--- config.mk ---
export PLATFORM = sky130hd
export DESIGN_NAME = cpu5_mc_controller
export DESIGN_NICKNAME = d
export VERILOG_FILES = /design/src/rtl/cpu5_mc_controller.sv
export SDC_FILE = /design/constraint.sdc
export NUM_CORES = 1
export LEC_CHECK = 0
export CORE_MARGIN = 2
export CORE_UTILIZATION = 58
export CTS_BUF_LIST = sky130_fd_sc_hd__clkbuf_8
export CTS_CLUSTER_SIZE = 24
export DETAILED_ROUTE_END_ITERATION = 7
export DONT_BUFFER_PORTS = 1
export GPL_TIMING_DRIVEN = 0
export HOLD_SLACK_MARGIN = 0.02
export PLACE_DENSITY = 0.78
export RECOVER_POWER = 100
export SYNTH_ARGS = -nofsm -noshare
export SYNTH_HDL_FRONTEND = slang
export SYNTH_SLANG_ARGS = --single-unit
--- constraint.sdc ---
create_clock -name clk -period 1.7 [get_ports clk]
set_clock_uncertainty 0.2 [all_clocks]
set_input_delay 0 -clock clk [delete_from_list [all_inputs] [get_ports clk]]
set_output_delay 0 -clock clk [all_outputs]
set_load 0.02 [all_outputs]
--- src/rtl/cpu5_mc_controller.sv ---
// Multicycle sequencing controller for the cpu5 core: steps each instruction through
// fetch/decode/execute/memory/writeback over one shared single-port memory.
module cpu5_mc_controller (
    input  logic       clk,
    input  logic       reset,
    input  logic [6:0] op,
    input  logic       zero,
    input  logic       mem_ready,
    output logic       mem_req,
    output logic       memwrite,
    output logic       iord,
    output logic       irwrite,
    output logic       pcen,
    output logic [1:0] pcsrc,
    output logic       regwrite,
    output logic       memtoreg,
    output logic       alusrca,
    output logic [1:0] alusrcb,
    output logic [1:0] aluop,
    output logic       illegal,
    output logic [3:0] state_dbg
);
    // state  | meaning
    // FETCH  | request instruction at PC, PC+4 on completion
    // DECODE | dispatch on opcode, latch branch target
    // MEMADR | compute load/store address
    // MEMRD  | load data access
    // MEMWB  | write memory data to register file
    // MEMWR  | store data access
    // EXEC   | R-type ALU operation
    // ALUWB  | write ALU result to register file
    // BRANCH | compare, redirect PC on zero
    // JUMP   | redirect PC to jump target
    // IEXEC  | I-type ALU operation

    localparam logic [6:0] OP_RTYPE  = 7'b0110011;
    localparam logic [6:0] OP_ITYPE  = 7'b0010011;
    localparam logic [6:0] OP_LOAD   = 7'b0000011;
    localparam logic [6:0] OP_STORE  = 7'b0100011;
    localparam logic [6:0] OP_BRANCH = 7'b1100011;
    localparam logic [6:0] OP_JAL    = 7'b1101111;

    typedef enum logic [3:0] {
        S_FETCH  = 4'd0,
        S_DECODE = 4'd1,
        S_MEMADR = 4'd2,
        S_MEMRD  = 4'd3,
        S_MEMWB  = 4'd4,
        S_MEMWR  = 4'd5,
        S_EXEC   = 4'd6,
        S_ALUWB  = 4'd7,
        S_BRANCH = 4'd8,
        S_JUMP   = 4'd9,
        S_IEXEC  = 4'd10
    } state_t;

    typedef struct packed {
        logic       mem_req;
        logic       memwrite;
        logic       iord;
        logic [1:0] pcsrc;
        logic       regwrite;
        logic       memtoreg;
        logic       alusrca;
        logic [1:0] alusrcb;
        logic [1:0] aluop;
        logic       pcen_uncond;
        logic       is_fetch;
        logic       is_decode;
        logic       is_branch;
    } ctl_t;

    state_t state;
    state_t state_nxt;
    ctl_t   ctl_q;
    logic   op_supported;

    function automatic ctl_t decode_ctl(input state_t s);
        ctl_t c;
        c = '0;
        case (s)
            S_FETCH: begin
                c.mem_req  = 1'b1;
                c.alusrcb  = 2'b01;
                c.is_fetch = 1'b1;
            end
            S_DECODE: begin
                c.alusrcb   = 2'b10;
                c.is_decode = 1'b1;
            end
            S_MEMADR: begin
                c.alusrca = 1'b1;
                c.alusrcb = 2'b10;
            end
            S_MEMRD: begin
                c.mem_req = 1'b1;
                c.iord    = 1'b1;
            end
            S_MEMWB: begin
                c.regwrite = 1'b1;
                c.memtoreg = 1'b1;
            end
            S_MEMWR: begin
                c.mem_req  = 1'b1;
                c.memwrite = 1'b1;
                c.iord     = 1'b1;
            end
            S_EXEC: begin
                c.alusrca = 1'b1;
                c.aluop   = 2'b10;
            end
            S_IEXEC: begin
                c.alusrca = 1'b1;
                c.alusrcb = 2'b10;
                c.aluop   = 2'b10;
            end
            S_ALUWB: c.regwrite = 1'b1;
            S_BRANCH: begin
                c.alusrca   = 1'b1;
                c.aluop     = 2'b01;
                c.pcsrc     = 2'b01;
                c.is_branch = 1'b1;
            end
            S_JUMP: begin
                c.pcsrc       = 2'b10;
                c.pcen_uncond = 1'b1;
            end
            default: c = '0;
        endcase
        return c;
    endfunction

    always_comb begin
        op_supported = (op == OP_RTYPE) || (op == OP_ITYPE) || (op == OP_LOAD) ||
                       (op == OP_STORE) || (op == OP_BRANCH) || (op == OP_JAL);
    end

    always_comb begin
        state_nxt = S_FETCH;
        case (state)
            S_FETCH:  state_nxt = mem_ready ? S_DECODE : S_FETCH;
            S_DECODE: begin
                case (op)
                    OP_RTYPE:          state_nxt = S_EXEC;
                    OP_ITYPE:          state_nxt = S_IEXEC;
                    OP_LOAD, OP_STORE: state_nxt = S_MEMADR;
                    OP_BRANCH:         state_nxt = S_BRANCH;
                    OP_JAL:            state_nxt = S_JUMP;
                    default:           state_nxt = S_FETCH;
                endcase
            end
            S_MEMADR: begin
                if (op == OP_LOAD)
                    state_nxt = S_MEMRD;
                else if (op == OP_STORE)
                    state_nxt = S_MEMWR;
                else
                    state_nxt = S_FETCH;
            end
            S_MEMRD:  state_nxt = mem_ready ? S_MEMWB : S_MEMRD;
            S_MEMWR:  state_nxt = mem_ready ? S_FETCH : S_MEMWR;
            S_EXEC:   state_nxt = S_ALUWB;
            S_IEXEC:  state_nxt = S_ALUWB;
            default:  state_nxt = S_FETCH;
        endcase
    end

    // Control word is registered alongside the state so Moore outputs come straight from flops.
    always_ff @(posedge clk or posedge reset) begin
        if (reset) begin
            state <= S_FETCH;
            ctl_q <= decode_ctl(S_FETCH);
        end else begin
            state <= state_nxt;
            ctl_q <= decode_ctl(state_nxt);
        end
    end

    // Strobes that could disturb the datapath are masked while reset is held.
    assign mem_req   = ctl_q.mem_req  & ~reset;
    assign memwrite  = ctl_q.memwrite & ~reset;
    assign regwrite  = ctl_q.regwrite & ~reset;
    assign irwrite   = ctl_q.is_fetch & mem_ready & ~reset;
    assign pcen      = ((ctl_q.is_fetch & mem_ready) | (ctl_q.is_branch & zero) |
                        ctl_q.pcen_uncond) & ~reset;
    assign illegal   = ctl_q.is_decode & ~op_supported & ~reset;
    assign iord      = ctl_q.iord;
    assign pcsrc     = ctl_q.pcsrc;
    assign memtoreg  = ctl_q.memtoreg;
    assign alusrca   = ctl_q.alusrca;
    assign alusrcb   = ctl_q.alusrcb;
    assign aluop     = ctl_q.aluop;
    assign state_dbg = state;
endmodule

---- After elaboration in Yosys (flattened, before gate mapping) ----
Index checks and enable logic that the tools add are counted.
W data, S select, Z words.
cells by class
  equality and inequality tests ........... 22
  mux-type cells .......................... 20
  bitwise logic cells ..................... 13
  reductions and logical operators ........ 15
operators with widths
  cell                  number
  $eq A4 B3 Y1 const B  6
  $pmux W4 S6           1
  $pmux W4 S5           1
  $eq A4 B2 Y1 const B  4
  $eq A4 B4 Y1 const B  4
  $eq A7 B6 Y1 const B  2
  $eq A7 B7 Y1 const B  2
  $mux W3               4
  $pmux W2 S2           3
  $mux W1               11
  $reduce_or A2 Y1      5
  $and A1 B1 Y1         9
  $eq A4 B1 Y1 const B  2
  $logic_not A4 Y1      2
  $eq A7 B2 Y1 const B  1
  $eq A7 B5 Y1 const B  1
  $reduce_or A3 Y1      2
  $logic_or A1 B1 Y1    5
  $reduce_or A4 Y1      1
  $not A1 Y1            2
  $or A1 B1 Y1          2
storage, ports and cells
  register bits after elaboration ......... 20
  input bits .............................. 11
  output and inout port bits .............. 19
  logic and storage cells ................. 84

---- Depth between registers and ports, before layout ----
  word-level depth ........................ 9
  gate-level depth with buffers ........... 8
  depth with buffers taken out ............ 6

---- Least setup slack after synthesis ----
No wires, ideal clock.
  path kind ............................... flip-flop to flip-flop
  from .................................... register state[1] (netlist: state_dbg[1])
  to ...................................... register ctl_q, in the netlist alusrca
  setup time .............................. 0.126 ns
  data arrival time ....................... 1.672 ns
  data required time ...................... 1.374 ns
  path slack .............................. -0.298 ns
  stages on the path, launching flop included .. 7
  buffers on the path ..................... 1
  clock period less this slack ............ 1.998 ns
  path through ............................ dfrtp_1 -> buf_6 -> or4b_4 -> nor4_4 -> nor2_2 -> nand2_2 -> o21ai_1
between the ends
  cells in the longest elaborated chain, start to end .. 6
  elaborated cells between the ends (all ways) .. 15
  classes of those cells .................. 10 x eq/ne; 2 x mux; 3 x reduce/logical
ends and longest elaborated chain
  item                                                 RTL line  RTL
  from (decl)                                          73        state_t state;
  from (signal assigned)                               174       state <= state_nxt;
  $eq A4 B4 Y1 / $eq A4 B3 Y1 (equally long branches)  140       case (state)
  $reduce_or A2 Y1 (no line)                           --
  $pmux W4 S6 *                                        140
  $eq A4 B4 Y1 (tied with other cells)                 81        case (s)
  $reduce_or A4 Y1 (no line) *                         --
  $mux W1 *                                            81
  to (signal assigned)                                 172       ctl_q <= decode_ctl(S_FETCH);
  to (signal assigned)                                 175       ctl_q <= decode_ctl(state_nxt);
  to (decl)                                            75        ctl_t ctl_q;
Mark *: on every way between the ends. The rest lies on a longest branch, timed or not.

---- Worst setup path after layout ----
  from .................................... register state[1] (netlist: state_dbg[1])
  to ...................................... register ctl_q[15] in the netlist's numbering
between the ends
  cells in the longest elaborated chain, start to end .. 6
  elaborated cells between the ends (all ways) .. 14
  classes of those cells .................. 8 x eq/ne; 2 x mux; 4 x reduce/logical
ends and longest elaborated chain
  item                                                 RTL line
  $eq A4 B4 Y1 / $eq A4 B3 Y1 (equally long branches)  140
  $reduce_or A2 Y1 (no line)                           --
  $pmux W4 S6 *                                        140
  $eq A4 B3 Y1 (tied with other cells)                 81
  $reduce_or A3 Y1 (no line) *                         --
  $mux W1 *                                            81
Marks and branches as above.

==> run_results.csv <==
group,metric,value,unit
floorplan,die_area,1999,um2
routing,drc_errors,0,
cells_and_area,final_area,1385,um2
cells_and_area,final_nets,136,
grt,grt_max_degree,19,
cts,tritoncts,"yes",
synth,synthTopCellsByCount,"dfrtp_1 (16), nor2_1 (12), buf_4 (6), nand2_1 (5)",
worst_hold_path,hold-path-cell-count,4,
critical_path,crit_type,"reg -> reg",
timing,finalMaxSlewViolations,0,
timing,max_slew.worst_pin.slew,777.6,ps
routing,firstDrtPassIters,4,
critical_path,critical_path_arrival,2060,ps
critical_path,rr_startpoint,"state_dbg[1]",
critical_path,rrSetupSlack,-390,ps
synth,synth-adder-area-share,0,%
timing,setup_tns,-4023,ps
synth,syn_inst,95,
cts,cts_sinks,18,
place,postPlaceCellArea,985.9,um2
place,io_buffers,0,
floorplan,row_count,14,
grt,grt_pass1_wl,3.498,mm
synth,synth_area,960.9,um2
synth,ys_top_cells_by_area,"dfrtp_1 (42%), dfstp_2 (5.5%), buf_4 (4.7%)",
floorplan,core,1524,um2
grt,grt_overflow,0,
synth,yosys.area_share.simple,28.52,%
place,hpwl,1.263,mm
synth,synth-edff-count,0,
cells_and_area,drive_gt1_share,46.77,%
synth,synth_top_area_cell,"dfrtp_1",
synth,ys.flop_type,"dfrtp_1",
routing,viasPerCell,6.229,
critical_path,cp_max_fo,8,
timing,fin_crit_sh,122.7,%
pwr,ir_drop,0.6025,mV
synth,syn_avg_cell_area,10.11,um2
job,drv_cap,0,
cts,cts_buffers,3,
synth,synth_top_family_by_area,"simple AND/OR/NAND/NOR gates",
pwr,leakage,0.0006397,uW
synth,synthMuxAreaShare,0,%
critical_path,endpoint,"ctl_q[15]",
timing,rsz0062_at_grt,"true",
critical_path,reg2reg_depth,7,
synth,yosys.area.top_type_share,41.67,%
timing,slew-limit-headroom,47.99,%
cts,root_buffer,"clkbuf_8",
cts,cts_hold_buf,11,
routing,wirelength,2.817,mm
critical_path,crit_start,"state_dbg[1]",
floorplan,dieHeight,44.71,um
cells_and_area,area.growth.synth_to_final,44.14,%
floorplan,die_w,44.71,um
synth,post-synth-top-count-cell,"dfrtp_1",
place,dp_cells,111,
grt,grt_pass1_vias,799,
status,violations,"negative setup slack",
grt,track_usage,24.55,%
critical_path,r2r_end,"ctl_q[15]",
cts,clock_path_buffers,2,
routing,wl_per_cell,20.12,um
cells_and_area,n_antenna_cell,0,
cells_and_area,layout.cells.non_filler,140,
timing,layout_setup_ws,-385.9,ps
routing,ant_nets,0,
timing,hold_violations,0,
cts,cts_htree_levels,1,
synth,synth-seq-cells,18,
routing,vias,872,
synth,synthDistinctLibCells,41,
synth,synth-compound-area-share,11.98,%
cts,clkSlewWorstSetupHoldPaths,70,ps
status,status,"finished with violations",
synth,async_reset_ff_share,100.0,%
timing,finalCriticalPeriod,2086,ps
synth,synth_fp_nets,106,
critical_path,crit_required,1670,ps
routing,drt-initial-drc-count,17,
pwr,powerDensity,684.8,nW/um2
critical_path,worst_setup_path_end_kind,"register",
synth,yosys_warnings,0,
synth,seq_area_frac_synth,47.14,%
critical_path,worstSetupStartpointType,"register",
worst_hold_path,min_path_type,"in -> reg",
timing,fmax,0.4794,GHz
synth,synth-xor-area-share,2.734,%
cells_and_area,finish.utilization,90.89,%
floorplan,initial_core_util,63.05,%
place,place_congestion,0.8994,
floorplan,pin_count,30,
grt,antenna_found_initial,0,
timing,setup_viol,17,
cts,clk_latency,250,ps
pwr,p_total,948.5,uW
[cell type report]
type	count	area, um2
fillers	57	138.9
repair buffers	25	232.7
clock buffers	3	41.29
clock inverters	1	3.754
multi-input cells	63	519.2
inverters	3	11.26
flip-flops and latches	18	457.9
plain buffers	11	98.84
well taps	16	20.02
[critical path: stages, from the launching register on]
cell and delay (ps):
dfrtp_2 460, buf_8 150, or4b_4 570, buf_6 150, o31ai_4 50, a22oi_2 140
nand2_2 160, o22ai_2 120
[cells by family after synthesis]
family                 after synthesis
XOR/XNOR                             3
AND/OR/NAND/NOR                     42
flip-flops                          18
AO/OA/AOI/OAI                       18
buffers and inverters               14
[metrics by stage]
step / hold slack, ps / setup slack, ps
after detailed placement: -170.4 / -403.6
after global routing: 31.84 / -452.4
after global placement: -198.4 / -406.5
after CTS: -51.19 / -380.8
final: 21.39 / -385.9
after floorplan: -257.7 / -274.9
[where the power goes]
part	internal, uW	switching, uW	leakage [uW]
clock network	161	143	0.0000269
logic	89.7	99.0	0.000379
registers	445	11.0	0.000234
[metal layers]
metal	global-route usage (%)	routed length (um)	vias up
met2	41.16	1489	48
met3	4.800	120	11
li1	-	-	381
met1	30.37	1114	432
met4	11.52	92	0
met5	0	0	-
[sequential cells by signal, indices dropped and copies added, names as in the netlist]
register and cells:
ctl_q 5, state_dbg 4, aluop 2, alusrcb 2, pcsrc 2, alusrca 1, iord 1, memtoreg 1
[what timing repair did]
action,CTS,global route
setup endpoints to repair,15,17
hold endpoints to repair,42,1
gates resized for setup,9,28
pin swaps,8,12
buffers inserted,9,7
[worst min-delay path by stage]
stage | slack, ps | start | to
after floorplan | -260 | reset | aluop[0]
after detailed placement | -170 | reset | state_dbg[2]
after global placement | -200 | reset | pcsrc[0]
after CTS | -50 | op[0] | state_dbg[3]
final | 20 | op[6] | state_dbg[3]
after global routing | 30 | op[6] | state_dbg[3]
[cells in the final DEF, fill, tap and decap left out, drive strengths merged, types with 4 or more instances in the layout]
| cell | count |
|---|---|
| dfrtp | 16 |
| nor2 | 13 |
| inv | 4 |
| o21ai | 5 |
| a21oi | 4 |
| nor2b | 4 |
| nand2 | 6 |
| dlygate4sd3 | 10 |
| clkbuf | 4 |
| buf | 24 |
Note: power is estimated with default switching activity, not from simulation.
